--- config.mk ---
export PLATFORM = sky130hd
export DESIGN_NAME = reg_share_arbiter_flat
export DESIGN_NICKNAME = d
export VERILOG_FILES = /design/src/rtl/reg_share_arbiter_pkg.sv /design/src/rtl/reg_share_arbiter_if.sv /design/src/rtl/reg_share_arbiter_bank.sv /design/src/rtl/reg_share_arbiter.sv /design/src/flat_wrapper.sv
export SDC_FILE = /design/constraint.sdc
export NUM_CORES = 1
export LEC_CHECK = 0
export CAP_MARGIN = 20
export CORE_UTILIZATION = 24
export CTS_BUF_LIST = sky130_fd_sc_hd__clkbuf_16
export CTS_CLUSTER_DIAMETER = 40
export CTS_CLUSTER_SIZE = 40
export DETAILED_ROUTE_END_ITERATION = 10
export MAX_ROUTING_LAYER = met4
export SLEW_MARGIN = 30
export SYNTH_ARGS = -nofsm -noshare
export SYNTH_HDL_FRONTEND = slang
export SYNTH_SLANG_ARGS = --single-unit
export TNS_END_PERCENT = 30
--- constraint.sdc ---
create_clock -name clk -period 1.5 [get_ports clk]
set_clock_uncertainty 0.1 [all_clocks]
set_input_delay 0.15 -clock clk [delete_from_list [all_inputs] [get_ports clk]]
set_output_delay 0.15 -clock clk [all_outputs]
set_load 0.05 [all_outputs]
--- src/rtl/reg_share_arbiter_pkg.sv ---
// Shared types and the round-robin selection function for the register-sharing arbiter.
package reg_share_pkg;

  localparam int CNT_W   = 16;
  localparam int MAX_REQ = 8;
  localparam int PICK_W  = 3;

  typedef struct packed {
    logic              valid;
    logic [PICK_W-1:0] idx;
  } pick_t;

  // Returns the first set bit of req at or after ptr, wrapping within n_req requesters.
  function automatic pick_t rr_pick(input logic [MAX_REQ-1:0] req,
                                    input logic [PICK_W-1:0]  ptr,
                                    input int                 n_req);
    pick_t pick;
    int    cand;
    pick = '0;
    cand = 0;
    for (int k = 0; k < MAX_REQ; k++) begin
      if (k < n_req) begin
        cand = int'(ptr) + k;
        if (cand >= n_req) cand = cand - n_req;
        if (!pick.valid && req[cand[PICK_W-1:0]]) begin
          pick.valid = 1'b1;
          pick.idx   = PICK_W'(cand);
        end
      end
    end
    return pick;
  endfunction

endpackage

--- src/rtl/reg_share_arbiter_if.sv ---
// Client-side bundle of the shared-register arbiter: requests, data, clear and results.
interface reg_share_arbiter_if
  import reg_share_pkg::*;
#(
  parameter int N_REQ = 4,
  parameter int WIDTH = 8,
  parameter int IDX_W = $clog2(N_REQ)
);

  logic [N_REQ-1:0]       req;
  logic [N_REQ*WIDTH-1:0] wdata;
  logic                   clr;
  logic [N_REQ-1:0]       gnt;
  logic [IDX_W-1:0]       gnt_idx;
  logic [WIDTH-1:0]       q;
  logic [WIDTH-1:0]       qb;
  logic [CNT_W-1:0]       wr_cnt;

  modport master (output req, wdata, clr, input gnt, gnt_idx, q, qb, wr_cnt);
  modport slave  (input req, wdata, clr, output gnt, gnt_idx, q, qb, wr_cnt);

endinterface

--- src/rtl/reg_share_arbiter_bank.sv ---
// Shared WIDTH-bit storage register with synchronous clear, load enable and complementary outputs.
module dff_async_bank #(
  parameter int WIDTH = 8
) (
  input  logic             clk,
  input  logic             rst,
  input  logic             en,
  input  logic             clr,
  input  logic [WIDTH-1:0] d,
  output logic [WIDTH-1:0] q,
  output logic [WIDTH-1:0] qb
);

  logic [WIDTH-1:0] q_q;

  // NOTE: non-blocking assignments keep every flop sampling pre-edge values.
  always_ff @(posedge clk or posedge rst) begin
    if (rst)      q_q <= '0;
    else if (clr) q_q <= '0;
    else if (en)  q_q <= d;
  end

  assign q  = q_q;
  assign qb = ~q_q;

endmodule

--- src/rtl/reg_share_arbiter.sv ---
// Round-robin arbiter granting one requester per cycle write access to a shared register.
module reg_share_arbiter
  import reg_share_pkg::*;
#(
  parameter int N_REQ = 4,
  parameter int WIDTH = 8,
  parameter int IDX_W = $clog2(N_REQ)
) (
  input logic                clk,
  input logic                rst,
  reg_share_arbiter_if.slave bus
);

  logic [IDX_W-1:0] ptr_q, ptr_d;
  logic [IDX_W-1:0] gnt_idx_q, gnt_idx_d;
  logic [N_REQ-1:0] gnt_q, gnt_d;
  logic [CNT_W-1:0] cnt_q, cnt_d;
  logic [IDX_W-1:0] win_idx;
  logic             wr_en;
  pick_t            pick;

  // NOTE: every always_comb output gets a default first so no latch is inferred.
  always_comb begin
    pick      = rr_pick(MAX_REQ'(bus.req), PICK_W'(ptr_q), N_REQ);
    win_idx   = IDX_W'(pick.idx);
    wr_en     = pick.valid && !bus.clr;
    ptr_d     = ptr_q;
    gnt_d     = '0;
    gnt_idx_d = gnt_idx_q;
    cnt_d     = cnt_q;
    if (wr_en) begin
      ptr_d     = (int'(win_idx) == N_REQ - 1) ? '0 : IDX_W'(win_idx + 1'b1);
      gnt_d     = N_REQ'(1) << win_idx;
      gnt_idx_d = win_idx;
      cnt_d     = cnt_q + 1'b1;
    end
  end

  always_ff @(posedge clk or posedge rst) begin
    if (rst) begin
      ptr_q     <= '0;
      gnt_q     <= '0;
      gnt_idx_q <= '0;
      cnt_q     <= '0;
    end else begin
      ptr_q     <= ptr_d;
      gnt_q     <= gnt_d;
      gnt_idx_q <= gnt_idx_d;
      cnt_q     <= cnt_d;
    end
  end

  // A clear pending in the same cycle blocks the load; the bank gives clr priority.
  dff_async_bank #(.WIDTH(WIDTH)) u_bank (
    .clk (clk),
    .rst (rst),
    .en  (wr_en),
    .clr (bus.clr),
    .d   (bus.wdata[int'(win_idx)*WIDTH +: WIDTH]),
    .q   (bus.q),
    .qb  (bus.qb)
  );

  assign bus.gnt     = gnt_q;
  assign bus.gnt_idx = gnt_idx_q;
  assign bus.wr_cnt  = cnt_q;

endmodule

--- src/flat_wrapper.sv ---
// flat-port wrapper written by rule: the top's interface ports become plain ports
module reg_share_arbiter_flat import reg_share_pkg::*;
#(
  parameter int N_REQ = 4,
  parameter int WIDTH = 8,
  parameter int IDX_W = $clog2(N_REQ)
)
  (clk, rst, bus_req, bus_wdata, bus_clr, bus_gnt, bus_gnt_idx, bus_q, bus_qb, bus_wr_cnt);
  reg_share_arbiter_if #(.N_REQ(N_REQ), .WIDTH(WIDTH), .IDX_W(IDX_W)) bus_i ();
  input logic clk;
  input logic rst;
  input wire logic [$bits(bus_i.req)-1:0] bus_req;
  input wire logic [$bits(bus_i.wdata)-1:0] bus_wdata;
  input wire logic [$bits(bus_i.clr)-1:0] bus_clr;
  output wire logic [$bits(bus_i.gnt)-1:0] bus_gnt;
  output wire logic [$bits(bus_i.gnt_idx)-1:0] bus_gnt_idx;
  output wire logic [$bits(bus_i.q)-1:0] bus_q;
  output wire logic [$bits(bus_i.qb)-1:0] bus_qb;
  output wire logic [$bits(bus_i.wr_cnt)-1:0] bus_wr_cnt;
  assign bus_i.req = bus_req;
  assign bus_i.wdata = bus_wdata;
  assign bus_i.clr = bus_clr;
  assign bus_gnt = bus_i.gnt;
  assign bus_gnt_idx = bus_i.gnt_idx;
  assign bus_q = bus_i.q;
  assign bus_qb = bus_i.qb;
  assign bus_wr_cnt = bus_i.wr_cnt;
  reg_share_arbiter #(.N_REQ(N_REQ), .WIDTH(WIDTH), .IDX_W(IDX_W)) u_core (.clk(clk), .rst(rst), .bus(bus_i));
endmodule
# Word-level counts from Yosys, hierarchy flattened
# Cells that the tools add are included.
word_totals:
  regBits: 32
  input_bits: 39
  output_inout_bits: 38
  wordCells: 55
op_classes:
  n_addsub: 9
  n_lt_le_gt_ge: 8
  eq_ne: 1
  n_shift: 2
  mux: 20
  bitwise: 1
  reduce_logical: 9
ops:
  columns: ["cell", "n"]
  rows:
  - ["$ge A32 B4 Y1 const B", 3]
  - ["$shiftx A32 B6 Y8", 1]
  - ["$mux W4", 5]
  - ["$add A16 B1 Y16 const B", 1]
  - ["$lt A3 B4 Y1 const B", 4]
  - ["$mux W8", 2]
  - ["$bmux W1 S3", 4]
  - ["$mux W3", 4]
  - ["$sub A3 B3 Y3 const B", 3]
  - ["$not A8 Y8", 1]
  - ["$add A2 B2 Y3 const B", 2]
  - ["$logic_and A1 B1 Y1", 4]
  - ["$logic_not A1 Y1", 4]
  - ["$mux W1", 4]
  - ["$shl A1 B2 Y4 const A", 1]
  - ["$add A2 B1 Y3 const B", 1]
  - ["$ge A2 B3 Y1 const B", 1]
  - ["$sub A2 B3 Y3 const B", 1]
  - ["$add A2 B1 Y2 const B", 1]
  - ["$eq A2 B1 Y1 const B", 1]
  - ["$mux W2", 1]
  - ["$reduce_bool A2 Y1", 1]

# Logic depth before layout (Yosys ltp)
depth:
  ltp_word: 17
  depth_mapped: 6
  ltp_nobuf: 5

# By module
# A second synthesis with hierarchy kept.
hier_totals:
  cells_unflattened: 210
  area_unflattened_um2: 1969.4
modules_own_cells:
  columns: ["mod", "n_inst", "cells_each", "area_each_um2", "seq_area_each_um2"]
  rows:
  - ["reg_share_arbiter", 1, 175, 1610.3, 600.6]
  - ["dff_async_bank", 1, 35, 359.1, 200.2]

# Worst setup path after synthesis
# No wires, ideal clock.
synth_timing:
  path_type: "flip-flop to flip-flop"
  startpoint: "reg u_core.cnt_q[3] (netlist: u_core.bus.wr_cnt[3])"
  endpoint: "reg u_core.cnt_q[12] (netlist: u_core.bus.wr_cnt[12])"
  setup_time_ps: 82
  arrival_ps: 1678
  required_time_ps: 1318
  slack_ps: -360
  path_stages_with_launch: 6
  n_path_buf: 0
  synth_period_minus_slack_ps: 1860
  path_cell_list: "dfrtp_1 -> and3_1 -> and3_1 -> nand4_1 -> nor3_1 -> xor2_1"
synth_via:
  elab_chain_cells: 1
synth_rtl:
  columns: ["item", "line_no", "source"]
  rows:
  - ["start: declaration", "reg_share_arbiter.sv:17", "logic [CNT_W-1:0] cnt_q, cnt_d;"]
  - ["start signal: assignment", "reg_share_arbiter.sv:49", "cnt_q <= cnt_d;"]
  - ["$add A16 B1 Y16", "reg_share_arbiter.sv:35", "cnt_d = cnt_q + 1'b1;"]
# Every way passes these cells.
# A chain may end at the register's enable or synchronous reset.

# Worst setup path after layout
layout_timing:
  startpoint: "reg u_core.ptr_q[0]"
  endpoint: "reg u_core.u_bank.q_q[7] (netlist: u_core.u_bank.q[7])"
layout_via:
  elab_chain_cells: 17
  word_cells_on_any_way: 38
  cone_classes: "add/sub (7); order compare (4); shift (1); mux (18); reduce/logical (8)"
layout_rtl:
  columns: ["item", "line_no", "source"]
  rows:
  - ["start: declaration", "reg_share_arbiter.sv:14", "logic [IDX_W-1:0] ptr_q, ptr_d;"]
  - ["start signal: assignment", "reg_share_arbiter.sv:46", "ptr_q <= ptr_d;"]
  - ["parallel branches: the longest is 13 deep, another holds $ge A32 B4 Y1", null, null]
  - ["$mux W4 *", "reg_share_arbiter_pkg.sv:25", "if (!pick.valid && req[cand[PICK_W-1:0]]) begin"]
  - ["$shiftx A32 B6 Y8", "reg_share_arbiter.sv:59", ".d (bus.wdata[int'(win_idx)*WIDTH +: WIDTH]),"]
  - ["$mux W8", "reg_share_arbiter_bank.sv:20", "else if (en) q_q <= d;"]
  - ["$mux W8", "reg_share_arbiter_bank.sv:19", "else if (clr) q_q <= '0;"]
  - ["end signal: assignment", "reg_share_arbiter_bank.sv:18", "if (rst) q_q <= '0;"]
  - ["end signal: assignment", "reg_share_arbiter_bank.sv:19", null]
  - ["end signal: assignment", "reg_share_arbiter_bank.sv:20", null]
  - ["end: declaration", "reg_share_arbiter_bank.sv:14", "logic [WIDTH-1:0] q_q;"]
# Every way passes the cells marked *. The select of a mux whose other input is x is not followed.

==> metrics.txt <==
PortBufs 76; Compound-Gate Fraction of Synth Area 9.34%; slew at the pin closest to its max-slew limit 300 ps; commonest cells in the netlist dfrtp_1, nand2_1, mux2i_1; post-DP HPWL around 3400 um; placed insts 333; pin count of the biggest net entering global routing 33; drt pass-1 iters 7; clock buffer depth 2; pre-CTS setup slack -479 ps; Worst Reg2Reg Path Length in Cells 7; CTS tree done; sequential area share after synthesis 49.4%; total CTS buffers 5; async set-reset flop share out of synthesis 100%; ys flop type dfrtp_1; clock transition at the registers of the reported paths 50 ps; grt total ovfl 0; simple-gate share of the synthesized area approximately 17%; Mapped Cells 155; RD Place Congestion 0.876; Initial Utilization 25.2%; final worst slack -145 ps; depth of the CTS H-tree 2; Tcrit/Tclk final 110%; Yosys Warn Count 0; Layout area overhead 106%; Total GRT Usage 14.3%; CTS root buf clkbuf_16; Hold Buf Count CTS 0; row count 29; worst hold slack 112 ps; Post-Synth XOR/XNOR Area 8.65%; placement-stage cell area just over 3000 sq um; type of origin of the critical path flop; Synth Area in Adders less than 1%; full die area 7080 sq um; Slew Limit Fails 0; top post-synthesis cells by area dfrtp_1, mux2i_1, xnor2_1; CP Capture Type flop; Rel. slew slack 79.9%; violated checks design-rule violations, negative setup slack; EDFF count, synth 0; drt drc 4; Max-Cap Viols 0; Final Cell Area around 3300 sq um; Yosys cell types 32; Worst Path Required 1540 ps; HP Class in -> async; synthesized area per cell 10.5 sq um; Die Height 84.2 um; P_leak roughly 1.5 nW; nets 308; Final Hold Fails 0; Mapped Nets between 150 and 200; largest family of logic cells by synthesized area simple AND/OR/NAND/NOR gates; clk sinks 32; final setup violation count 10; Wirelength per Cell 13.0 um; share of layout cells above drive strength 1 roughly 40%; peak supply drop 0.00107 V; FMAX between 0.6 and 0.7 GHz; final antenna-violating net count 0; Power Density 1700 nW/um^2; top-area cell type share of the netlist area 49.4%; initial antenna violation count 0; Yosys reg bits 32; Diodes inserted 0; crit path DAT approximately 1700 ps; mux share of post-synthesis cell area 9.88%; count leader, synth dfrtp_1; final WL 4510 um; worst-skew pair later-pin latency 270 ps; status finished, violations left; via count 1535; RSZ-0062 raised after global routing true; Core ar. 6420 sq um; DR iter-0 viols 50; Die X between 80 and 90 um; final worst path period need ~1600 ps; Synth Cell Area roughly 1600 sq um; Crit Path Category reg -> reg; drt via density 4.44; area leader, netlist dfrtp_1; critical path fanouts, max 5; global-route wire length before repair approximately 7500 um; IO Pins 77; vias in the first global route ~1600; Finished Layout Cells ~350; Core Util, Final 52.0%
[sequential cells by signal, indices dropped and copies added (netlist names)]
signal              cells
u_core.bus.wr_cnt      16
u_core.u_bank.q         8
u_core.bus.gnt          4
u_core.bus.gnt_idx      2
u_core.ptr_q            2
[report_power, final]
group          internal [W]  switching, W
combinational       0.00173       0.00167
sequential          0.00110      0.000243
clock              0.000595      0.000336
total               0.00342       0.00225
[metrics by stage]
| stage | setup TNS (ps) | total power [W] |
|---|---|---|
| CTS | -1450 | 0.00579 |
| global placement | -9510 | 0.00448 |
| floorplan | -455 | 0.00283 |
| detailed placement | -10160 | 0.00453 |
| finish | -1030 | 0.00567 |
| global route | -2400 | 0.00593 |
[worst max-delay path, stage by stage, from the launching register on]
cell,delay (ps)
dfrtp_1,390
inv_2,70
a221oi_4,260
o22ai_2,130
buf_6,150
buf_12,130
mux2i_1,140
o221ai_1,140
[kinds of logic (layout without fill, tap and decap cells)]
logic type	count (synthesis)	count (layout)
and+or+nand+nor	55	55
DFF	32	32
buffers and inverters	18	132
AOI/OAI and AO/OA	17	17
xor gates and xnor gates	16	16
muxes	16	16
adders and majority gates	1	1
[layout by cell type (no fill, tap or decap), drive strengths merged]
master / synthesis / layout
a21oi: 1 / 1
a221oi: 1 / 1
and2: 1 / 1
and3: 2 / 2
buf: 3 / 72
clkbuf: 1 / 5
clkdlybuf4s50: 0 / 34
clkinv: 0 / 1
dfrtp: 32 / 32
dlygate4sd2: 0 / 3
dlymetal6s2s: 0 / 1
ha: 1 / 1
inv: 14 / 16
mux2i: 16 / 16
nand2: 22 / 22
nand3: 6 / 6
nand4: 3 / 3
nor2: 9 / 9
nor2b: 3 / 3
nor3: 6 / 6
nor4: 1 / 1
o21ai: 3 / 3
o221a: 1 / 1
o221ai: 9 / 9
o22ai: 1 / 1
o31ai: 1 / 1
or2: 1 / 1
or3: 1 / 1
xnor2: 12 / 12
xor2: 4 / 4
[path summary, 6_finish.rpt]
| path | from | end | slack, ps |
|---|---|---|---|
| max | u_core.ptr_q[0]$_DFFE_PP0P_ | u_core.u_bank.q[7]$_DFFE_PP0P_ | -140 |
| min | rst | u_core.u_bank.q[1]$_DFFE_PP0P_ | 110 |
| max reg2reg | u_core.ptr_q[0]$_DFFE_PP0P_ | u_core.u_bank.q[7]$_DFFE_PP0P_ | -140 |
| min reg2reg | u_core.bus.wr_cnt[10]$_DFFE_PP0P_ | u_core.bus.wr_cnt[10]$_DFFE_PP0P_ | 410 |
| max in group asynchronous | rst | u_core.ptr_q[1]$_DFFE_PP0P_ | 1000 |
| min in group clk | bus_req[1] | u_core.ptr_q[0]$_DFFE_PP0P_ | 350 |
[metal layers]
layer,part of all wire [%],up-vias,track usage (%)
li1,-,762,-
met3,5.5,7,4.03
met2,51,56,24.7
met1,41,710,15.5
met4,2.0,0,5.49
met5,0,-,-
[what timing repair did]
item	4_1_cts	5_1_grt
endpoints found under the setup margin	18	23
hold endpoints to repair	0	0
pin swaps	12	6
buffers inserted	3	1
gates resized for setup	20	5
gates cloned	2	0
[cell type report]
| class | instances | area, sq um |
|---|---|---|
| Tap cell | 77 | 96.3 |
| Timing Repair Buffer | 110 | 1450 |
| Multi-Input combinational cell | 105 | 796 |
| Inverter | 14 | 52.6 |
| Clock inverter | 3 | 11.3 |
| Sequential cell | 32 | 813 |
| Clock buffer | 5 | 125 |
| Fill cell | 537 | 3080 |
Note: power is estimated with default switching activity, not from simulation.
